`src/rtl/diff_pkg.sv`:
```
// ============================================================================
// Module  : diff_pkg
// Brief   : Shared types and helpers for the diff_counter button front end.
// Revision: 1.0 - initial release
// ============================================================================
`default_nettype none

package diff_pkg;

  localparam int CNT_W = 5;

  typedef enum logic [1:0] {
    IDLE       = 2'd0,
    CONFIRM_HI = 2'd1,
    HELD       = 2'd2,
    CONFIRM_LO = 2'd3
  } deb_state_e;

  // The display decoder takes the raw two's-complement bits as {sinal, diff}.
  function automatic logic [CNT_W-1:0] to_sm(input logic signed [CNT_W-1:0] count);
    return count;
  endfunction

endpackage

`default_nettype wire

```
`src/rtl/button_debounce.sv`:
```
// ============================================================================
// Module  : button_debounce
// Brief   : 2-flop synchroniser plus debounce FSM; one pulse per accepted press.
// Revision: 1.0 - initial release
// ============================================================================
`default_nettype none

module button_debounce
  import diff_pkg::*;
#(
  parameter int DEBOUNCE_CYCLES = 4
) (
  input  logic clk,
  input  logic rst_n,
  input  logic raw,
  output logic press_pulse
);

  localparam int CW = $clog2(DEBOUNCE_CYCLES + 1);
  localparam logic [CW-1:0] CNT_LAST = CW'(DEBOUNCE_CYCLES - 1);

  logic          sync1_q, sync2_q;
  deb_state_e    state_q, state_d;
  logic [CW-1:0] cnt_q, cnt_d;
  logic          pulse_q, pulse_d;

  always_ff @(posedge clk) begin
    if (!rst_n) begin
      sync1_q <= 1'b0;
      sync2_q <= 1'b0;
      state_q <= IDLE;
      cnt_q   <= '0;
      pulse_q <= 1'b0;
    end else begin
      sync1_q <= raw;
      sync2_q <= sync1_q;
      state_q <= state_d;
      cnt_q   <= cnt_d;
      pulse_q <= pulse_d;
    end
  end

  always_comb begin
    state_d = state_q;
    cnt_d   = cnt_q;
    pulse_d = 1'b0;
    case (state_q)
      IDLE: begin
        if (sync2_q) begin
          state_d = CONFIRM_HI;
          cnt_d   = CW'(1);
        end
      end
      CONFIRM_HI: begin
        if (!sync2_q) begin
          state_d = IDLE;
          cnt_d   = '0;
        end else if (cnt_q >= CNT_LAST) begin
          state_d = HELD;
          cnt_d   = '0;
          pulse_d = 1'b1;
        end else begin
          cnt_d = cnt_q + CW'(1);
        end
      end
      HELD: begin
        if (!sync2_q) begin
          state_d = CONFIRM_LO;
          cnt_d   = CW'(1);
        end
      end
      CONFIRM_LO: begin
        if (sync2_q) begin
          state_d = HELD;
          cnt_d   = '0;
        end else if (cnt_q >= CNT_LAST) begin
          state_d = IDLE;
          cnt_d   = '0;
        end else begin
          cnt_d = cnt_q + CW'(1);
        end
      end
      default: begin
        state_d = IDLE;
        cnt_d   = '0;
      end
    endcase
  end

  assign press_pulse = pulse_q;

endmodule

`default_nettype wire

```
`src/rtl/diff_counter.sv`:
```
// ============================================================================
// Module  : diff_counter
// Brief   : Saturating signed up/down count driven by two debounced buttons.
// Revision: 1.0 - initial release
// ============================================================================
`default_nettype none

module diff_counter
  import diff_pkg::*;
#(
  parameter int DEBOUNCE_CYCLES = 4,
  parameter int LIMIT           = 3
) (
  input  logic       clk,
  input  logic       rst_n,
  input  logic       btn_up,
  input  logic       btn_down,
  input  logic       clear,
  output logic [3:0] diff,
  output logic       sinal,
  output logic       at_max,
  output logic       at_min
);

  localparam logic signed [CNT_W-1:0] LIM_POS = CNT_W'(LIMIT);
  localparam logic signed [CNT_W-1:0] LIM_NEG = -LIM_POS;

  logic                    up_pulse, down_pulse;
  logic signed [CNT_W-1:0] count_q, count_d;
  logic                    at_max_q, at_min_q;

  button_debounce #(.DEBOUNCE_CYCLES(DEBOUNCE_CYCLES)) u_deb_up (
    .clk         (clk),
    .rst_n       (rst_n),
    .raw         (btn_up),
    .press_pulse (up_pulse)
  );

  button_debounce #(.DEBOUNCE_CYCLES(DEBOUNCE_CYCLES)) u_deb_down (
    .clk         (clk),
    .rst_n       (rst_n),
    .raw         (btn_down),
    .press_pulse (down_pulse)
  );

  // Clear wins over pulses; opposing pulses cancel; limits hold silently.
  always_comb begin
    count_d = count_q;
    if (clear) begin
      count_d = '0;
    end else if (up_pulse && down_pulse) begin
      count_d = count_q;
    end else if (up_pulse) begin
      if (count_q < LIM_POS) count_d = count_q + 5'sd1;
    end else if (down_pulse) begin
      if (count_q > LIM_NEG) count_d = count_q - 5'sd1;
    end
  end

  always_ff @(posedge clk) begin
    if (!rst_n) begin
      count_q  <= '0;
      at_max_q <= 1'b0;
      at_min_q <= 1'b0;
    end else begin
      count_q  <= count_d;
      at_max_q <= (count_d == LIM_POS);
      at_min_q <= (count_d == LIM_NEG);
    end
  end

  assign {sinal, diff} = to_sm(count_q);
  assign at_max        = at_max_q;
  assign at_min        = at_min_q;

endmodule

`default_nettype wire
```
`config.mk`:
```
export PLATFORM = sky130hd
export DESIGN_NAME = diff_counter
export DESIGN_NICKNAME = d
export VERILOG_FILES = /design/src/rtl/diff_pkg.sv /design/src/rtl/button_debounce.sv /design/src/rtl/diff_counter.sv
export SDC_FILE = /design/constraint.sdc
export NUM_CORES = 1
export LEC_CHECK = 0
export CAP_MARGIN = 20
export CORE_MARGIN = 2
export CORE_UTILIZATION = 49
export DETAILED_ROUTE_END_ITERATION = 7
export GPL_TIMING_DRIVEN = 0
export PLACE_DENSITY = 0.74
export SETUP_SLACK_MARGIN = 0.3
export SLEW_MARGIN = 15
export SYNTH_ARGS = -nofsm -noshare
export SYNTH_HDL_FRONTEND = slang
export SYNTH_SLANG_ARGS = --single-unit
export TNS_END_PERCENT = 30
```
`constraint.sdc`:
```
create_clock -name clk -period 1.9 [get_ports clk]
set_input_delay 0.19 -clock clk [delete_from_list [all_inputs] [get_ports clk]]
set_output_delay 0.19 -clock clk [all_outputs]
set_load 0.005 [all_outputs]
```
==> results.sh, run 1 <==
export IMPL_rows=17
export IMPL_track_usage_pct=19.4
export IMPL_critPathMaxFanout=4
export IMPL_final_common_cell="dfxtp_1"
export IMPL_clkLatencyLatePin_ps=320
export IMPL_synth_top_area_share_pct=40.0
export IMPL_routedWlPerCell_um=13.3
export IMPL_cts_buffers=3
export IMPL_drt_first_pass_iters=4
export IMPL_holdPathStages=3
export IMPL_setup_viol=0
export IMPL_ys_seq_elements=23
export IMPL_cp_data_arrival_time_ps=2020
export IMPL_drive_gt1_share_pct=22.0
export IMPL_hold_ws_ps=242
export IMPL_clockBufferDepth=2
export IMPL_final_hold_violation_count=0
export IMPL_synth_avg_cell_area_um2=9.50
export IMPL_ys_types=37
export IMPL_grt_ovfl_total=0
export IMPL_power_leakage_nw=0.557
export IMPL_r2r_start="count_q[1]"
export IMPL_die_w_um=52.4
export IMPL_wl_mm=2.24
export IMPL_drt_vias_per_instance=5.58
export IMPL_setup_worst_path_end_class="flip-flop"
export IMPL_grt_pass1_vias=915
export IMPL_worstPathRequired_ps=2160
export IMPL_yosysWarnings=0
export IMPL_cap_viol_max_count=0
export IMPL_fin_crit_ps=1750
export IMPL_ir_worst_vdd_uv=494
export IMPL_status="finished, final reports clean"
export IMPL_cts_root_buf="clkbuf_4"
export IMPL_hold_class="in2reg"
export IMPL_path_cells="inv_4, ha_4, nand3b_1, o21ai_4, a21oi_4, a2111oi_4, and4_1"
export IMPL_cpMaxStageDelayCell="dfxtp_4"
export IMPL_worstHoldStart="rst_n"
export IMPL_fin_util_pct=65.2
export IMPL_reg2regPathDepth=7
export IMPL_holdPathEnd="u_deb_up.press_pulse"
export IMPL_post_route_cell_area_um2=1440
export IMPL_path_class="reg2reg"
export IMPL_cts_tree="yes"
export IMPL_grt_pass1_wl_mm=3.83
export IMPL_synthCells=121
export IMPL_internal_power_uw=589
export IMPL_grt_max_degree=14
export IMPL_worstReg2RegEnd="at_max"
export IMPL_ys_top_cells_by_area="dfxtp_1, ha_1, and2_1"
export IMPL_r2r_setup_slack_ps=150
export IMPL_slew_headroom_pct=74.2
export IMPL_gp_congestion=0.896
export IMPL_period_share_pct=92.3
export IMPL_clk_pin_slew_ps=130
export IMPL_htreeDepth=1
export IMPL_place_area_um2=1320
export IMPL_p_comb_share_pct=5.2
export IMPL_fmax_mhz=570
export IMPL_drt_iter0_drc=15
export IMPL_synthToLayoutAreaGrowth_pct=25.4
export IMPL_fillers=207
export IMPL_synth_seq_area_share_pct=40.0
export IMPL_ant_nets=0
export IMPL_skew_ps=6.28
export IMPL_p_seq_share_pct=65.1
export IMPL_core_region_area_um2=2210
export IMPL_slowest_delay_ps=400
export IMPL_hpwl_mm=1.56
export IMPL_diodes=0
export IMPL_final_setup_tns_ps=0
export IMPL_die_y_um=52.4
export IMPL_synthesis_area_um2=1150
export IMPL_synth_top_area_cell="dfxtp_1"
export IMPL_critPathLaunchType="flip-flop"
export IMPL_drv_slew=0
export IMPL_p_sw_share_pct=23.3
export IMPL_rsz0062_at_grt="true"
export IMPL_start_util_pct=52.0
export IMPL_setup_ws_ps=146
export IMPL_placement_io_buffers=10
export IMPL_preCtsSetupSlack_ps=108
export IMPL_num_vias=943
export IMPL_fin_nets=154
export IMPL_antenna_found_initial=0
export IMPL_syn_nets=133
export IMPL_final_cell_mix="dfxtp_1, clkdlybuf4s50_1, nor2_1, and2_1, buf_4"
export IMPL_die_area_um2=2750
export IMPL_p_switching_uw=179
export IMPL_clkSinkCount=23
export IMPL_worstMarginPinSlew_ps=387
export IMPL_clkPwrFrac_pct=29.7
export IMPL_route_detailed_drc=0
export IMPL_power_density_nw_per_um2=533
export IMPL_io_pins=12
flip-flops by register name, summed over array words and instances, names as in the netlist, named ones only:
register                count
u_deb_up.cnt_q              3
u_deb_down.cnt_q            3
u_deb_up.state_q            1
u_deb_up.press_pulse        1
at_max                      1
at_min                      1
u_deb_down.state_q          1
u_deb_down.press_pulse      1
count_q                     5
u_deb_up.sync1_q            1
u_deb_down.sync2_q          1
u_deb_up.sync2_q            1
u_deb_down.sync1_q          1
routing by layer:
metal	GRT usage, %	share of wire, %	vias to the layer above
met5	0	0	-
met4	12.8	2.1	0
met3	5.14	2.6	6
met2	33.5	52	20
met1	20.4	43	444
li1	-	-	473
critical path, delay by kind of cell (launching register included):
| kind | cells | cell delay [ps] |
|---|---|---|
| buffers and inverters | 1 | 50 |
| AND/OR/NAND/NOR | 2 | 480 |
| adder cells (fa/ha/maj) | 1 | 140 |
| AO/OA/AOI/OAI | 3 | 630 |
| flip-flops | 1 | 400 |
area by class of cell:
cell class | instances | area (um2) | share of cell area (%)
Multi-Input combinational cell | 88 | 718 | 49.8
Sequential cell | 23 | 472 | 32.7
Timing Repair Buffer | 16 | 145 | 10.1
Tap cell | 28 | 35.0 | 2.43
Inverter | 7 | 28.8 | 2.00
Clock buffer | 3 | 22.5 | 1.56
Buffer | 3 | 15.0 | 1.04
Clock inverter | 1 | 5.00 | 0.347
repair_timing:
action,in CTS,in global routing
gates resized for setup,2,11
pin swaps,0,3
hold buffers,0,0
endpoints found under the setup margin,4,13
setup buffers,3,3
Yosys cell counts:
cell	number
a2111oi_4	1
a211o_1	1
a211oi_1	2
a21boi_0	1
a21oi_1	2
a21oi_2	2
a22oi_1	3
a2bb2oi_1	1
and2_1	8
and2b_2	1
and3_1	1
and4_1	1
and4bb_2	1
buf_4	1
clkbuf_1	2
dfxtp_1	23
ha_1	7
inv_1	7
mux2_2	2
mux2i_1	3
nand2_1	6
nand2b_1	5
nand3_1	3
nand3b_1	1
nand4_1	1
nor2_1	9
nor2b_1	6
nor3_1	2
nor4_1	1
nor4b_1	1
o21a_1	1
o21ai_0	6
o21ai_4	1
o22ai_1	1
o311a_1	3
o311ai_0	1
xor2_1	3
power groups by stage:
stage | Sequential [mW] | Clock, mW | Combinational [mW]
2_1_floorplan | 0.509 | 0 | 0.0226
3_3_place_gp | 0.510 | 0 | 0.0348
3_5_place_dp | 0.511 | 0 | 0.0365
4_1_cts | 0.499 | 0.236 | 0.0366
5_1_grt | 0.502 | 0.252 | 0.0459
6_report | 0.500 | 0.228 | 0.0402
stage by stage:
step                      instances  total power, mW
after floorplan                 121            0.532
after global placement          159            0.545
after detailed placement        159            0.548
after CTS                       166            0.772
after global routing            169            0.800
final                           169            0.768
how the worst max path moves through the flow:
stage          startpoint      to  slack (ps)
3_3_place_gp   count_q[1]  at_max         150
4_1_cts        count_q[1]  at_max         120
6_report       count_q[1]  at_max         150
5_1_grt        count_q[1]  at_max          40
2_1_floorplan  count_q[1]  at_max         270
3_5_place_dp   count_q[1]  at_max         110
cell families after synthesis:
kind of cell,Yosys count,synth area share [%]
AND/OR/NAND/NOR,47,23.1
AO/OA/AOI/OAI,26,18.8
flip-flops,23,40.0
buffers and inverters,10,3.59
adder cells (fa/ha/maj),7,7.62
multiplexers,5,4.57
XOR/XNOR,3,2.29
Note: power is estimated with default switching activity, not from simulation.
==> run 2, diff against run 1 <==
--- a/config.mk
+++ b/config.mk
@@ -5,6 +5,7 @@
 export SDC_FILE = /design/constraint.sdc
 export NUM_CORES = 1
 export LEC_CHECK = 0
+export ABC_AREA = 0
 export CAP_MARGIN = 20
 export CORE_MARGIN = 2
 export CORE_UTILIZATION = 49
==> results of run 2 <==
Final layout, timing and power as in run 1 (identical DEF).
==> run 3, diff against run 2 <==
--- a/config.mk
+++ b/config.mk
@@ -5,7 +5,7 @@
 export SDC_FILE = /design/constraint.sdc
 export NUM_CORES = 1
 export LEC_CHECK = 0
-export ABC_AREA = 0
+export ABC_AREA = 1
 export CAP_MARGIN = 20
 export CORE_MARGIN = 2
 export CORE_UTILIZATION = 49
==> run 3 against run 2 <==
  * Sequential share of layout area is 0.49 points higher
  * Worst hold slack gained 160 ps
  * Critical path depth increased by 1
  * Non-clock buffer count is 3 lower
  * Sequential cell count is the same
  * Clock skew is essentially flat
  * Setup slack improved by 250 ps
  * Global-route usage down 1.5 points
  * Sequential power up 5.0%
  * Critical path type unchanged
  * Largest cell class unchanged
  * Largest power group unchanged
==> results.sh, run 3 <==
export IMPL_status="finished, final reports clean"
export IMPL_critPathMaxFanout=3
export IMPL_yosysWarnings=0
export IMPL_die_area_um2=2800
export IMPL_synth_top_family_by_area="simple AND/OR/NAND/NOR gates"
export IMPL_setup_viol=0
export IMPL_drive_gt1_share_pct=17.2
export IMPL_synth_top_area_cell="dfxtp_1"
export IMPL_post_route_cell_area_um2=1410
export IMPL_busiest_layer="met2"
export IMPL_ir_worst_vdd_uv=615
export IMPL_synth_common_cells="nand2_1, inv_1, dfxtp_1, nor2_1, a21oi_1"
export IMPL_ys_flop_type="dfxtp_1"
export IMPL_setup_worst_path_end_class="flip-flop"
export IMPL_hold_buffers=0
export IMPL_num_vias=1072
export IMPL_critPathLaunchType="flip-flop"
export IMPL_power_uw=860
export IMPL_ys_seq_elements=23
export IMPL_io_pins=12
export IMPL_synth_compound_area_share_pct=9.17
export IMPL_ys_types=22
export IMPL_p_switching_uw=229
export IMPL_grt_ovfl_total=0
export IMPL_start_util_pct=52.5
export IMPL_p_comb_share_pct=13.3
export IMPL_placement_io_buffers=11
export IMPL_synth_avg_cell_area_um2=6.99
export IMPL_syn_nets=180
export IMPL_track_usage_pct=17.9
export IMPL_clkSinkCount=23
export IMPL_clkLatencyLatePin_ps=300
export IMPL_synth_seq_area_share_pct=39.2
export IMPL_met3_usage_pct=1.98
export IMPL_yosys_area_share_simple_pct=33.8
export IMPL_fin_nets=199
export IMPL_core_region_area_um2=2230
export IMPL_rsz0062_at_grt="true"
export IMPL_ant_nets=0
export IMPL_synth_async_reset_ratio_pct=0
export IMPL_drt_first_pass_iters=4
export IMPL_final_common_cell="nand2_1"
export IMPL_htreeDepth=1
export IMPL_hold_class="in2reg"
export IMPL_power_leakage_nw=0.633
export IMPL_path_class="reg2reg"
export IMPL_period_share_pct=79.3
export IMPL_largest_register_ffs=5
export IMPL_yosys_cell_count_top_type="nand2_1"
export IMPL_crit_path_frequent_cell="ha_1"
export IMPL_cap_viol_max_count=0
export IMPL_drt_vias_per_instance=5.01
export IMPL_synth_edf_count=0
export IMPL_path_buf_inv=1
export IMPL_route_detailed_drc=0
export IMPL_synth_mux_area_share_pct=0
export IMPL_diodes=0
export IMPL_drv_slew=0
export IMPL_largest_registers="count_q x5, u_deb_down.cnt_q x3, u_deb_up.cnt_q x3"
export IMPL_p_sw_share_pct=26.6
export IMPL_slew_headroom_pct=68.2
export IMPL_final_hold_violation_count=0
export IMPL_slowest_delay_ps=360
export IMPL_cts_tree="yes"
export IMPL_synthesis_area_um2=1170
export IMPL_rows=17
export IMPL_antenna_found_initial=0
export IMPL_grt_pass1_vias=1005
export IMPL_clockBufferDepth=2
export IMPL_clk_pin_slew_ps=130
export IMPL_cts_root_buf="clkbuf_4"
export IMPL_use_met1_pct=18.9
export IMPL_fmax_mhz=664
export IMPL_ys_top_cells_by_area="dfxtp_1, nand2_1, inv_1"
export IMPL_final_setup_tns_ps=0
export IMPL_synth_xor_area_share_pct=0.746
export IMPL_crit_family="simple AND/OR/NAND/NOR gates"
export IMPL_cp_data_arrival_time_ps=1750
export IMPL_path_cells="ha_1, ha_1, nor2_2, nand2_2, nor3b_4, buf_4, nand2_1, a21oi_1"
export IMPL_die_w_um=52.9
export IMPL_grt_max_degree=14
export IMPL_worstMarginPinSlew_ps=478
export IMPL_cts_buffers=3
export IMPL_worstPathRequired_ps=2140
export IMPL_power_density_nw_per_um2=612
export IMPL_final_cell_mix="nand2_1, inv_1, dfxtp_1, nor2_1, clkdlybuf4s50_1"
export IMPL_wl_mm=2.30
export IMPL_place_area_um2=1320
export IMPL_internal_power_uw=631
export IMPL_cpMaxStageDelayCell="dfxtp_2"
export IMPL_hpwl_mm=1.73
export IMPL_synth_top_area_share_pct=39.2
export IMPL_drt_iter0_drc=20
export IMPL_synthCells=168
export IMPL_fin_crit_ps=1510
export IMPL_clkPwrFrac_pct=25.6
export IMPL_die_y_um=52.9
export IMPL_skew_ps=6.10
export IMPL_hold_ws_ps=400
export IMPL_top_register="count_q"
export IMPL_p_seq_share_pct=61.1
export IMPL_synthToLayoutAreaGrowth_pct=19.7
export IMPL_routedWlPerCell_um=10.8
export IMPL_gr_usage_met2_pct=32.9
export IMPL_fin_util_pct=62.9
export IMPL_synthAdderAreaFrac_pct=7.46
export IMPL_grt_pass1_wl_mm=3.74
export IMPL_gp_congestion=0.828
[run 3: cell types whose count changed after synthesis, sizes merged, moves of 3 or more]
cell / previous run / this run
nand2: 6 / 50
inv: 7 / 27
nor2: 9 / 20
and2: 8 / 0
nand3: 3 / 10
a21oi: 4 / 10
nor2b: 6 / 0
nand2b: 5 / 0
nor3: 2 / 6
a22oi: 3 / 0
mux2i: 3 / 0
o311a: 3 / 0
xor2: 3 / 0
[run 3: through the flow]
stage / setup slack [ps] / instances
final: 393 / 214
after floorplan: 420 / 168
after global routing: 294 / 214
after detailed placement: 203 / 207
after global placement: 264 / 207
after CTS: 302 / 212
[run 3: final timing paths]
check,from,to,slack (ps),depth (start not counted)
worst min-delay path,btn_up,u_deb_up.sync1_q,400,3
worst max-delay path,u_deb_up.cnt_q[0],u_deb_up.cnt_q[2],390,8
worst max register to register,u_deb_up.cnt_q[0],u_deb_up.cnt_q[2],390,8
worst min register to register,u_deb_down.sync1_q,u_deb_down.sync2_q,430,2
[run 3: worst reg2reg max path: stages, from the launching register on]
cell and delay, ps:
dfxtp_2 360, ha_1 190, ha_1 200, nor2_2 90, nand2_2 80, nor3b_4 220, buf_4 140, nand2_1 50
a21oi_1 120
[run 3: cell type report]
class	instances	area, um2
well taps	28	35.0
clock inverters	1	5.00
multi-input cells	116	631
plain buffers	2	11.3
flip-flops and latches	23	467
fillers	209	828
inverters	27	101
repair buffers	14	133
clock buffers	3	22.5
[run 3: repair_timing]
action	CTS	global route
endpoints found under the setup margin	1	11
gates resized for setup	2	15
setup buffers	1	2
pin swaps	1	3
[run 3: logic make-up after synthesis]
family / count (synthesis)
AND/OR/NAND/NOR: 89
buffers and inverters: 29
flip-flops: 23
AO/OA/AOI/OAI: 19
adder cells (fa/ha/maj): 7
XOR/XNOR: 1
[run 3: power groups by stage]
stage / logic (mW) / clock network, mW / registers (mW)
after detailed placement: 0.102 / 0 / 0.535
after global routing: 0.130 / 0.241 / 0.529
after CTS: 0.106 / 0.230 / 0.524
after floorplan: 0.0766 / 0 / 0.530
after global placement: 0.0977 / 0 / 0.533
final: 0.114 / 0.221 / 0.525
[run 3: routing by layer]
metal	vias up	routed length, um
met5	-	0
met4	0	46
met3	4	63
li1	558	-
met2	20	1180
met1	490	1010
==> edit 1, RTL diff (config.mk and constraints of run 2) <==
Register the inputs `btn_up`, `btn_down` and `clear` before use, cleared by the reset. The logic sees them one clock later.
--- a/src/rtl/diff_counter.sv
+++ b/src/rtl/diff_counter.sv
@@ -27,2 +27,18 @@
 
+  logic btn_up_q;
+  logic btn_down_q;
+  logic clear_q;
+
+  always_ff @(posedge clk) begin
+    if (!rst_n) begin
+      btn_up_q   <= '0;
+      btn_down_q <= '0;
+      clear_q    <= '0;
+    end else begin
+      btn_up_q   <= btn_up;
+      btn_down_q <= btn_down;
+      clear_q    <= clear;
+    end
+  end
+
   logic                    up_pulse, down_pulse;
@@ -34,3 +50,3 @@
     .rst_n       (rst_n),
-    .raw         (btn_up),
+    .raw         (btn_up_q),
     .press_pulse (up_pulse)
@@ -41,3 +57,3 @@
     .rst_n       (rst_n),
-    .raw         (btn_down),
+    .raw         (btn_down_q),
     .press_pulse (down_pulse)
@@ -48,3 +64,3 @@
     count_d = count_q;
-    if (clear) begin
+    if (clear_q) begin
       count_d = '0;
Formal check against the unedited RTL: not equivalent (Yosys sat finds a counterexample within 10 cycles, from zero or initial values and one cycle with rst_n low).
==> edit 1 against run 2 <==
- sequential cell count is 3 higher
- highest routed layer unchanged
- hold slack better by 200 ps
- first-iteration DRC count is 33% higher
- maximum frequency shrank 6.7%
- cell area up 10%
- total power up 24%
- worst setup slack worse by 130 ps
- sequential power up 12%
- routed wire length grew 4.3%
- synthesized area grew 10%
- critical endpoint unchanged
==> edit 1: results <==
set metrics [dict create \
    globalRouteMet2Util_pct 33.5 \
    m1WireLength_um 1020 \
    synth_common_cells "26 x dfxtp_1, 11 x nand2_1, 10 x and2_1" \
    pg_seq_uw 558 \
    clock_path_buffers 2 \
    power_frac_clock_pct 38.4 \
    route.detailed.wl_per_inst_um 12.6 \
    port_buffers 11 \
    hpwl_um 1650 \
    gp_congestion 0.767 \
    crit_fanout 3 \
    ys_types 43 \
    insertion_delay_ps 310 \
    drt_iter0_markers 20 \
    grt_pass1_vias 941 \
    highest_layer "met4" \
    regMostFlops "count_q" \
    dr_wl_met2_um 1220 \
    grt_use_met3_pct 2.69 \
    clk_pin_slew_ps 130 \
    final_nets 169 \
    arrival_ps 2150 \
    totalPowerFinal_uw 954 \
    synth_area_leaders "dfxtp_1 41%, ha_1 6.9%, and2_1 4.9%" \
    grt_pass1_wl_um 3930 \
    drt-total-wl_um 2340 \
    drive_gt1_share_pct 23.7 \
    synth_nets 146 \
    power.switching_uw 172 \
    outcome "finished clean" \
    place_inst 175 \
    crit_path_start_kind "flip-flop" \
    slew_headroom_pct 75.0 \
    yosysSeqAreaShare_pct 41.0 \
    synthCells 134 \
    skew_ps 2.83 \
    min-delay-start "btn_up" \
    grt_max_degree 16 \
    p_leak_uw 0.000651 \
    reg2reg_from "count_q[1]$_SDFF_PN0_" \
    yosys_warnings 0 \
    met1_usage_pct 20.4 \
    routed-via-count 1009 \
    grtUsageTotal_pct 18.4 \
    wl_met3_um 66 \
    ir_worst_vdd_mv 0.470 \
]
[edit 1: final timing paths]
check / end / depth (start not counted) / slack (ps)
worst max-delay path: at_max$_SDFF_PN0_ / 8 / 20
worst max register to register: at_max$_SDFF_PN0_ / 8 / 20
worst min-delay path: btn_up_q$_SDFF_PN0_ / 2 / 440
worst min register to register: u_deb_up.sync2_q$_SDFF_PN0_ / 1 / 450
[edit 1: layout make-up]
class / count / area [µm²]
clock inverter: 1 / 30.0
fill: 215 / 890
timing repair buffer: 18 / 165
buffer: 5 / 35.0
multi-input combinational: 99 / 751
sequential: 26 / 529
inverter: 4 / 17.5
tap: 30 / 37.5
clock buffer: 3 / 22.5
[edit 1: timing repair]
item,4_1_cts,5_1_grt
buffers inserted,5,2
endpoints found under the setup margin,6,9
pin swaps,3,7
cloned,0,0
gates resized for setup,6,11
[edit 1: through the flow]
| step | setup TNS, ps | utilization, % | setup slack (ps) | instance area, µm² |
|---|---|---|---|---|
| 2_1_floorplan | 0 | - | 110 | 1270 |
| 3_5_place_dp | -30.4 | 57.4 | -30.4 | 1420 |
| 6_report | 0 | 64.1 | 19.3 | 1590 |
| 5_1_grt | -41.1 | 64.1 | -41.1 | 1590 |
| 4_1_cts | -2.95 | 61.8 | -2.95 | 1530 |
| 3_3_place_gp | -5.65 | 57.4 | -5.65 | 1420 |
[edit 1: critical path, cell delays in order, from the launching register on]
cell	delay (ps)
dfxtp_2	360
buf_6	100
inv_4	40
ha_4	140
nand3b_1	200
o2bb2ai_1	160
or4b_4	520
a21oi_2	120
and4b_1	180
[edit 1: kinds of logic after synthesis]
group | synth area share (%)
AND/OR/NAND/NOR | 27.5
AO/OA/AOI/OAI | 15.2
flip-flops | 41.0
buffers and inverters | 3.94
adder cells (fa/ha/maj) | 6.90
XOR/XNOR | 4.73
multiplexers | 0.788
==> edit 2, RTL diff (flow settings as in run 2) <==
Made on the original files. `DEBOUNCE_CYCLES` is set to 4 in 2 places; all go to 2.
--- a/src/rtl/button_debounce.sv
+++ b/src/rtl/button_debounce.sv
@@ -10,3 +10,3 @@
 #(
-  parameter int DEBOUNCE_CYCLES = 4
+  parameter int DEBOUNCE_CYCLES = 2
 ) (
--- a/src/rtl/diff_counter.sv
+++ b/src/rtl/diff_counter.sv
@@ -10,3 +10,3 @@
 #(
-  parameter int DEBOUNCE_CYCLES = 4,
+  parameter int DEBOUNCE_CYCLES = 2,
   parameter int LIMIT           = 3
Function: changed (Yosys sat finds a counterexample within 10 cycles, from zero or initial values and one cycle with rst_n low).
==> edit 2 against run 2 <==
- cell area shrank 10%
- maximum frequency up 0.33%
- total power shrank 8.8%
- critical path type unchanged
- largest power group unchanged
- routed wire length is 13% lower
- critical endpoint unchanged
- worst setup slack better by 5.8 ps
- synthesized area shrank 7.9%
- core utilization is 0.53 points lower
- sequential power decreased by 9.8%
- synthesized cell count fell by 5.8%
- sequential cell count decreased by 2
==> edit 2: results <==
set metrics [dict create \
    grt_max_degree 12 \
    synth.avg_cell_area_um2 9.29 \
    skew_ps 0.845 \
    yosysSeqAreaShare_pct 39.7 \
    synth-compound-area-share_pct 15.0 \
    clk_pin_slew_ps 110 \
    p_int_uw 551 \
    ys_types 41 \
    synth_common_cells "21 x dfxtp_1, 9 x nor2_1, 7 x and2_1, 7 x inv_1, 7 x nand2_1" \
    synthMuxAreaShare_pct 2.84 \
    place_inst 152 \
    ir_worst_vdd_mv 0.491 \
    synth_nets 125 \
    hpwl_um 1440 \
    crit_fanout 6 \
    top_regs "count_q (5), u_deb_down.cnt_q (2), u_deb_up.cnt_q (2)" \
    nFillCells 183 \
    outcome "finished clean" \
    drive_gt1_share_pct 17.9 \
    post-place-ws_ps 89.5 \
    drt-total-wl_um 1960 \
    synth_fa_ha_area_share_pct 7.09 \
    worst_pin_slew_ps 339 \
    avgViaCountPerCell 5.39 \
    insertion_delay_ps 300 \
    layoutNonFillerInstCount 161 \
    dpl_cell_area_um2 1220 \
    min_path_type "flip-flop to flip-flop" \
    port_buffers 11 \
    synth_xor_area_share_pct 3.31 \
]
## edit 2: changes by cell type after synthesis, sizes merged, moves of 2 or more
cell,delta
dfxtp,-2
mux2,-2
nor3,+2
o311a,-3
a22oi,-2
or2b,+2
o21ai,-3
nand3,-2
nand2b,-2
o21bai,+2
## edit 2: critical path, delay by kind of cell (launching register included)
| family | cells | cell delay [ps] |
|---|---|---|
| AOI/OAI and AO/OA | 3 | 670 |
| buffers and inverters | 1 | 50 |
| adders and majority gates | 1 | 160 |
| and+or+nand+nor | 2 | 420 |
| DFF | 1 | 400 |
## edit 2: kinds of logic after synthesis
kind of cell | Yosys count
and+or+nand+nor | 49
DFF | 21
AOI/OAI and AO/OA | 20
buffers and inverters | 11
adders and majority gates | 6
xor gates and xnor gates | 4
muxes | 3
## edit 2: final timing paths
| path | start | endpoint | slack (ps) | depth (start not counted) |
|---|---|---|---|---|
| max | count_q[1]$_SDFF_PN0_ | at_max$_SDFF_PN0_ | 150 | 7 |
| min | u_deb_down.sync1_q$_SDFF_PN0_ | u_deb_down.sync2_q$_SDFF_PN0_ | 450 | 1 |
| max reg2reg | count_q[1]$_SDFF_PN0_ | at_max$_SDFF_PN0_ | 150 | 7 |
| min reg2reg | u_deb_down.sync1_q$_SDFF_PN0_ | u_deb_down.sync2_q$_SDFF_PN0_ | 450 | 1 |
## edit 2: power by group through the flow
stage	Sequential, µW	Clock (µW)	Combinational, µW
6_report	451	207	41.9
4_1_cts	452	216	42.9
5_1_grt	453	230	49.1
3_5_place_dp	462	0	42.4
3_3_place_gp	461	0	39.8
2_1_floorplan	460	0	25.8
## edit 2: stage by stage
stage / hold WS, ps / utilization [%]
after floorplan: 315 / -
after global placement: 415 / 60.8
after detailed placement: 433 / 60.8
after CTS: 454 / 64.6
after global routing: 471 / 64.6
final: 451 / 64.6
## edit 2: area by class of cell
type,instances,area (µm²),area share (%)
inverter,8,30.0,2.32
multi-input combinational,82,604,46.7
tap,27,33.8,2.61
sequential,21,429,33.2
clock buffer,4,26.3,2.03
buffer,3,22.5,1.74
timing repair buffer,16,148,11.4
## edit 2: timing repair
item,in CTS,in global routing
endpoints found under the setup margin,5,5
buffers inserted,5,0
gates cloned,0,0
gates resized for setup,5,0
hold endpoints to repair,0,0
pin swaps,6,0
## edit 2: layer usage
| layer | global-route usage (%) | share of wire [%] |
|---|---|---|
| met1 | 22.5 | 45 |
| met2 | 33.3 | 49 |
| met3 | 1.79 | 3.4 |
| met4 | 7.21 | 1.8 |
| met5 | 0 | 0 |
